**src/rtl/sync_fifo_flags.sv**
```systemverilog
// Single-clock FIFO with programmable almost-full/almost-empty thresholds,
// occupancy count, sticky overflow/underflow flags and a selectable
// standard (registered) or first-word-fall-through read port.
module sync_fifo_flags #(
  parameter int data_Size     = 8,
  parameter int address_Size  = 5,
  parameter int AFULL_Thresh  = 28,
  parameter int AEMPTY_Thresh = 4,
  parameter int FWFT          = 0
) (
  input  logic                    Clk,
  input  logic                    Rst,
  input  logic [data_Size-1:0]    write_Data,
  input  logic                    w_Inc,
  input  logic                    r_Inc,
  input  logic                    clr_Err,
  output logic [data_Size-1:0]    read_Data,
  output logic                    read_Valid,
  output logic                    fifo_Full,
  output logic                    fifo_Empty,
  output logic                    fifo_AlmostFull,
  output logic                    fifo_AlmostEmpty,
  output logic [address_Size:0]   fill_Count,
  output logic                    overflow,
  output logic                    underflow
);

  localparam int AW    = address_Size;
  localparam int DEPTH = 1 << AW;

  localparam logic [AW:0] DEPTH_C  = (AW+1)'(DEPTH);
  localparam logic [AW:0] AFULL_C  = (AW+1)'(AFULL_Thresh);
  localparam logic [AW:0] AEMPTY_C = (AW+1)'(AEMPTY_Thresh);
  localparam logic [AW:0] PTR_ONE  = (AW+1)'(1);

  // Thresholds are fixed at build time, so a bad combination is caught
  // before any hardware is produced.
  generate
    if (AFULL_Thresh < 1 || AFULL_Thresh > DEPTH - 1 ||
        AEMPTY_Thresh < 0 || AEMPTY_Thresh > DEPTH - 2 ||
        AEMPTY_Thresh >= AFULL_Thresh) begin : g_bad_thresh
      $fatal(1, "sync_fifo_flags: illegal AFULL_Thresh/AEMPTY_Thresh");
    end
  endgenerate

  logic [data_Size-1:0] r_mem [DEPTH];
  logic [AW:0]          r_wptr;
  logic [AW:0]          r_rptr;
  logic                 r_overflow;
  logic                 r_underflow;

  logic [AW:0]          w_fill;
  logic                 w_full;
  logic                 w_empty;
  logic                 w_wr_ok;
  logic                 w_rd_ok;

  // Occupancy is the pointer distance; the extra pointer bit separates
  // full (distance DEPTH) from empty (distance 0). Everything here decodes
  // from registers, so flags move the cycle after the causing edge.
  assign w_fill  = r_wptr - r_rptr;
  assign w_full  = (w_fill == DEPTH_C);
  assign w_empty = (w_fill == '0);

  // Acceptance is judged on the pre-edge state: no full/empty bypass.
  assign w_wr_ok = w_Inc & ~w_full;
  assign w_rd_ok = r_Inc & ~w_empty;

  // Storage array: written on an accepted write only.
  // NOTE: the array has no reset; reset only clears the pointers, which
  // already marks every entry as invalid, and keeps it mappable to RAM.
  always_ff @(posedge Clk) begin
    if (w_wr_ok) r_mem[r_wptr[AW-1:0]] <= write_Data;
  end

  // Write/read pointers advance only on accepted requests.
  // NOTE: state registers use non-blocking assignments so every flop
  // samples pre-edge values, whatever order the blocks are evaluated in.
  always_ff @(posedge Clk or negedge Rst) begin
    if (!Rst) begin
      r_wptr <= '0;
      r_rptr <= '0;
    end else begin
      if (w_wr_ok) r_wptr <= r_wptr + PTR_ONE;
      if (w_rd_ok) r_rptr <= r_rptr + PTR_ONE;
    end
  end

  // Sticky error flags: a new error event takes priority over clr_Err.
  always_ff @(posedge Clk or negedge Rst) begin
    if (!Rst) begin
      r_overflow  <= 1'b0;
      r_underflow <= 1'b0;
    end else begin
      if (w_Inc && w_full)  r_overflow  <= 1'b1;
      else if (clr_Err)     r_overflow  <= 1'b0;
      if (r_Inc && w_empty) r_underflow <= 1'b1;
      else if (clr_Err)     r_underflow <= 1'b0;
    end
  end

  generate
    if (FWFT == 0) begin : g_std
      logic [data_Size-1:0] r_rdata;
      logic                 r_rvalid;

      // Registered read: data appears one cycle after an accepted read and
      // holds afterwards; read_Valid is a single-cycle pulse.
      always_ff @(posedge Clk or negedge Rst) begin
        if (!Rst) begin
          r_rdata  <= '0;
          r_rvalid <= 1'b0;
        end else begin
          r_rvalid <= w_rd_ok;
          if (w_rd_ok) r_rdata <= r_mem[r_rptr[AW-1:0]];
        end
      end

      assign read_Data  = r_rdata;
      assign read_Valid = r_rvalid;
    end else begin : g_fwft
      // Head word is always presented; r_Inc acknowledges it.
      assign read_Data  = r_mem[r_rptr[AW-1:0]];
      assign read_Valid = ~w_empty;
    end
  endgenerate

  assign fill_Count       = w_fill;
  assign fifo_Full        = w_full;
  assign fifo_Empty       = w_empty;
  assign fifo_AlmostFull  = (w_fill >= AFULL_C);
  assign fifo_AlmostEmpty = (w_fill <= AEMPTY_C);
  assign overflow         = r_overflow;
  assign underflow        = r_underflow;

endmodule

```
**config.mk**
```make
export PLATFORM = sky130hd
export DESIGN_NAME = sync_fifo_flags
export DESIGN_NICKNAME = d
export VERILOG_FILES = /design/src/rtl/sync_fifo_flags.sv
export SDC_FILE = /design/constraint.sdc
export NUM_CORES = 1
export LEC_CHECK = 0
export BUFFER_PORTS_ARGS = -buffer_cell sky130_fd_sc_hd__buf_2
export CAP_MARGIN = 20
export CORE_MARGIN = 2
export CORE_UTILIZATION = 62
export CTS_BUF_LIST = sky130_fd_sc_hd__clkbuf_16
export DETAILED_ROUTE_END_ITERATION = 8
export PLACE_DENSITY = 0.87
export REMOVE_ABC_BUFFERS = 1
export SYNTH_ARGS = -nofsm -noshare
export SYNTH_HDL_FRONTEND = slang
export SYNTH_SLANG_ARGS = --single-unit
```
**constraint.sdc**
```tcl
create_clock -name Clk -period 4.7 [get_ports Clk]
set_input_delay 0.235 -clock Clk [delete_from_list [all_inputs] [get_ports Clk]]
set_output_delay 0.235 -clock Clk [all_outputs]
set_load 0.01 [all_outputs]
```
# Word-level counts from Yosys, hierarchy flattened
# Memories as Yosys holds them, arrays and structs flattened. A register that Yosys moved wholly into a read port is not among the register bits.
# Cells that the tools add are included.
# totals
ff_bits,15
ramBits,256
output_inout_bits,21
wordCells,27
mem_count,1
# classes
n_addsub,3
order_cmp,2
n_eq_ne,1
mux,5
bitwise_logic,4
reduce_logical,6
# mem_list
memory,words,width,read_ports,rd_clocked_by_memory_dff,write_ports,line,text
r_mem,32,8,1,1,1,46,logic [data_Size-1:0] r_mem [DEPTH];
# ops
cell,count
adder 6 x 1 -> 6 bit (second input constant),2
== test 6 bit (second input constant),1
>= comparator 6 x 5 -> 1 bit (second input constant),1
<= comparator 6 x 3 -> 1 bit (second input constant),1
zero test 6 bit,1
subtractor 6 bit,1
2-to-1 mux 1 bit,5
nonzero test 2 bit,2
bitwise AND 1 bit,2
logical AND 1 bit,2
inverter 1 bit,2
zero test 1 bit,1

# Longest topological paths before layout
# logic_depth
depth_word,6
ltp_mapped,12

# Worst setup path after synthesis
# Ideal clock, no wire load.
# synth_timing
path_type,flip-flop to flip-flop
from,register r_rptr[1]
to,memory r_mem[12][0] (enable)
setup_time_ps,383
t_arrival_ps,3269
required_ps,4317
setup_slack_ps,1047
stages_incl_launch_ff,13
path_buffers,4
synth_period_minus_slack_ps,3653
cell_sequence,dfrtp_1 clkbuf_1 clkbuf_1 buf_1 inv_1 ha_1 nand3b_1 nand2_1 xor2_1 or4_1 buf_2 o211ai_2 nor3_1
# synth_via
elab_chain_len,6
# synth_rtl
element,line,text
start: declaration,48,logic [AW:0] r_rptr;
start signal: assignment,85,if (w_rd_ok) r_rptr <= r_rptr + PTR_ONE;
subtractor 6 bit,61,assign w_fill = r_wptr - r_rptr;
net fill_Count[3],23,"output logic [address_Size:0] fill_Count,"
== test 6 bit,62,assign w_full = (w_fill == DEPTH_C);
inverter 1 bit,66,assign w_wr_ok = w_Inc & ~w_full;
bitwise AND 1 bit,66,
2-to-1 mux 1 bit,73,if (w_wr_ok) r_mem[r_wptr[AW-1:0]] <= write_Data;
2-to-1 mux 1 bit (not written as such),73,
end: declaration,46,
# The timed path passes the listed nets, and every way through them passes these cells.

# Worst setup path in the final report
# layout_timing
from,register r_wptr[0]
to,memory r_mem[30][6] (enable)
# layout_via
elab_chain_len,6
# layout_rtl
element,line,text
start: declaration,47,logic [AW:0] r_wptr;
start signal: assignment,84,if (w_wr_ok) r_wptr <= r_wptr + PTR_ONE;
subtractor 6 bit,61,
== test 6 bit,62,
inverter 1 bit,66,
bitwise AND 1 bit,66,
2-to-1 mux 1 bit,73,
2-to-1 mux 1 bit (not written as such),73,
# Several ways; a longest one is shown, not always the timed one.

==> reports/metrics.yaml <==
power_and_ir_drop:
  p_leak_uw: 0.00416
  pwr-share-comb_pct: 33.7
  clkPwrFrac_pct: 27.1
  p_sw_share_pct: 33.3
  internal_power_uw: 5340
  ir_worst_vdd_uv: 555
  p_sw_uw: 2660
  p_per_area_nw_per_um2: 643
  power_frac_seq_pct: 39.2
die:
  core_region_area_sq_um: 17800
  fp.dieArea_sq_um: 19200
  die_x_um: 138
  pin_count: 34
  start_util_pct: 62.8
  rows: 49
  die_h_um: 138
worst_setup_path:
  crit-reg2reg-launch: "r_wptr[0]$_DFFE_PN0P_"
  cp_max_fo: 10
  endpoint: "r_mem[30][6]$_DFFE_PP_"
  crit_cells: 9
  critPathTopFamily: "simple AND/OR/NAND/NOR gates"
  crit_path_end_kind: "flip-flop"
  crit_buf_inv: 1
  worstSetupPathType: "flip-flop to flip-flop"
  regToRegEndpoint: "r_mem[30][6]$_DFFE_PP_"
  rr_worst_depth: 9
  max_stage_delay_ps: 770
  crit_chain: "inv_1, ha_1, fa_1, nand2b_1, a21oi_1, xor2_1, or4_1, o211ai_2, nor2_1"
  crit_path_start: "r_wptr[0]$_DFFE_PN0P_"
  r2r_slack_ps: 800
  startpoint_type: "flip-flop"
  crit_arrival_ps: 4120
  cp_slowest_cell: "or4_1"
  required_ps: 4920
synthesis:
  ys.flop_type: "edfxtp_1"
  synthCells: 559
  yosys_warnings: 0
  yosysUniqueCellTypes: 46
  ys_ff_latch: 279
  postSynth.asyncResetShare_pct: 8.24
  syn_area_per_cell_sq_um: 20.0
  synth-seq-area-share_pct: 73.8
  synth-edff-count: 256
  synth_area_sq_um: 11200
detailed_routing:
  totalWireLength_um: 24500
  postRouteAntennaNets: 0
  vias: 5846
  first_pass_iters: 5
  wire_per_inst_um: 28.7
  viasPerCell: 6.85
  drtIter0Drc: 852
  drc_errors: 0
layout:
  multiInputGateArea_sq_um: 2740
  diodes: 0
  seqCellArea_sq_um: 8270
  layout.nets: 630
  fillers: 1033
  drive_above_1_share_pct: 24.2
  synthToLayoutAreaGrowth_pct: 11.3
hold_path:
  worstHoldPathCells: 3
  hp-class: "primary input to flip-flop"
timing:
  tns_ps: 0
  tightest_slew_ps: 946
  fin_crit_sh_pct: 83.0
  maxSlewViolCount: 0
  max-slew-margin-rel_pct: 36.9
  finClkSkew_ps: 20.9
  rsz0062_at_grt: "no"
  fmax_mhz: 256
  hold-worst-slack_ps: 18.7
  final_hold_viol_count: 0
  period_minus_slack_ps: 3900
  setup_viol: 0
clocking:
  clock_latency_ps: 550
  h-tree-depth: 1
  clk_pin_slew_ps: 60
  numCtsBuffers: 27
  holdBufCountCts: 1
  clk_path_buf_depth: 3
  cts_tree: "yes"
  postCtsSetupRepairBufs: 0
  cts_resized: 0
  clockRootBuffer: "clkbuf_16"
  clkSinkCount: 279
place:
  gp_congestion: 0.910
  port_buffers: 33
  hpwl_um: 14300
global_routing:
  gr-total-overflow: 0
  grt_max_degree: 69
  grt_pass1_wl_um: 37300
  antenna_found_initial: 1
  grt_pass1_vias: 5795
  grt_util_all_layers_pct: 26.2
job:
  max_cap_viol_count: 0
status:
  status: "finished, final reports clean"
power by group through the flow:
| stage | Combinational, uW | Clock [uW] | Sequential, uW |
|---|---|---|---|
| final | 2700 | 2170 | 3140 |
| after global routing | 2880 | 2290 | 3160 |
| after CTS | 2670 | 2190 | 3130 |
| after detailed placement | 2630 | 0 | 3170 |
| after global placement | 2550 | 0 | 3170 |
| after floorplan | 1670 | 0 | 3330 |
tightest hold or removal path, stage by stage:
cell and delay (ps):
buf_2 90, inv_1 60, a22o_1 140
routing by layer:
metal,vias up,global-route usage (%),part of all wire (%)
met4,0,7.30,3.0
met2,403,40.3,47
met1,2987,39.9,39
met5,-,0,0
li1,2399,-,-
met3,57,4.85,10
flip-flops by register name, indices dropped and copies added, names as in the netlist:
| signal | count |
|---|---|
| r_mem | 256 |
| read_Data | 8 |
| r_rptr | 6 |
| r_wptr | 6 |
| overflow | 1 |
| read_Valid | 1 |
| underflow | 1 |
metrics by stage:
stage | total power (uW) | cell area (sq um) | cells | util [%] | setup WS [ps]
final | 8010 | 12500 | 854 | 69.8 | 798
after global routing | 8330 | 12500 | 854 | 69.8 | 605
after CTS | 7990 | 12400 | 851 | 69.7 | 577
after detailed placement | 5810 | 11500 | 802 | 64.7 | 636
after global placement | 5720 | 11500 | 802 | 64.7 | 918
after floorplan | 4990 | 11000 | 534 | - | -618
layout by cell type, fill, tap and decap left out, types with 8 or more instances in the layout:
master	netlist	routed
a221oi_1	8	8
mux4_2	49	49
inv_1	9	12
buf_2	6	35
dfrtp_1	23	21
xnor2_1	9	9
edfxtp_1	256	256
nor2_1	40	40
ha_1	10	10
or3_1	10	10
a22o_1	10	10
mux4_1	15	15
nand2_1	15	15
o22ai_1	16	16
mux2_2	9	9
clkbuf_16	0	27
o21ai_0	11	11
cells in the mapped netlist (2+ instances only):
library cell	count	area, sq um
edfxtp_1	256	7690
mux4_2	49	1100
nor2_1	40	150
dfrtp_1	23	576
o22ai_1	16	100
mux4_1	15	394
nand2_1	15	56.3
clkbuf_1	11	41.3
o21ai_0	11	55.1
a22o_1	10	87.6
ha_1	10	125
or3_1	10	62.6
inv_1	9	33.8
mux2_2	9	101
xnor2_1	9	78.8
a221oi_1	8	70.1
buf_2	6	30.0
nor3_1	5	25.0
xor2_1	5	43.8
a21oi_1	4	20.0
buf_6	3	33.8
nand3_1	3	15.0
nand3b_1	3	22.5
o211ai_2	3	37.5
a211oi_1	2	15.0
buf_1	2	7.51
buf_12	2	40.0
nand4_1	2	12.5
cells by family (layout without fill, tap and decap cells):
kind of cell | count (synthesis) | count (layout) | share of synthesized area [%]
AOI/OAI and AO/OA | 61 | 61 | 4.01
and+or+nand+nor | 84 | 84 | 3.54
muxes | 75 | 75 | 14.5
adders and majority gates | 11 | 11 | 1.30
xor gates and xnor gates | 14 | 14 | 1.09
buffers and inverters | 35 | 101 | 1.77
DFF | 279 | 279 | 73.8
worst min-delay path by stage:
stage | start | endpoint | slack [ps]
finish | clr_Err | overflow$_DFFE_PN0P_ | 20
global route | r_Inc | underflow$_DFFE_PN0P_ | 20
CTS | r_Inc | underflow$_DFFE_PN0P_ | 6
global placement | Rst | r_wptr[5]$_DFFE_PN0P_ | 240
floorplan | Rst | overflow$_DFFE_PN0P_ | -60
detailed placement | Rst | underflow$_DFFE_PN0P_ | 260
final cells by class:
cell class / count / area share (%)
inverter: 10 / 0.301
timing repair buffer: 43 / 1.91
clock inverter: 21 / 1.73
tap: 229 / 2.30
multi-input combinational: 245 / 22.0
clock buffer: 27 / 5.42
sequential: 279 / 66.4
Power figures use the tool's default switching activity.
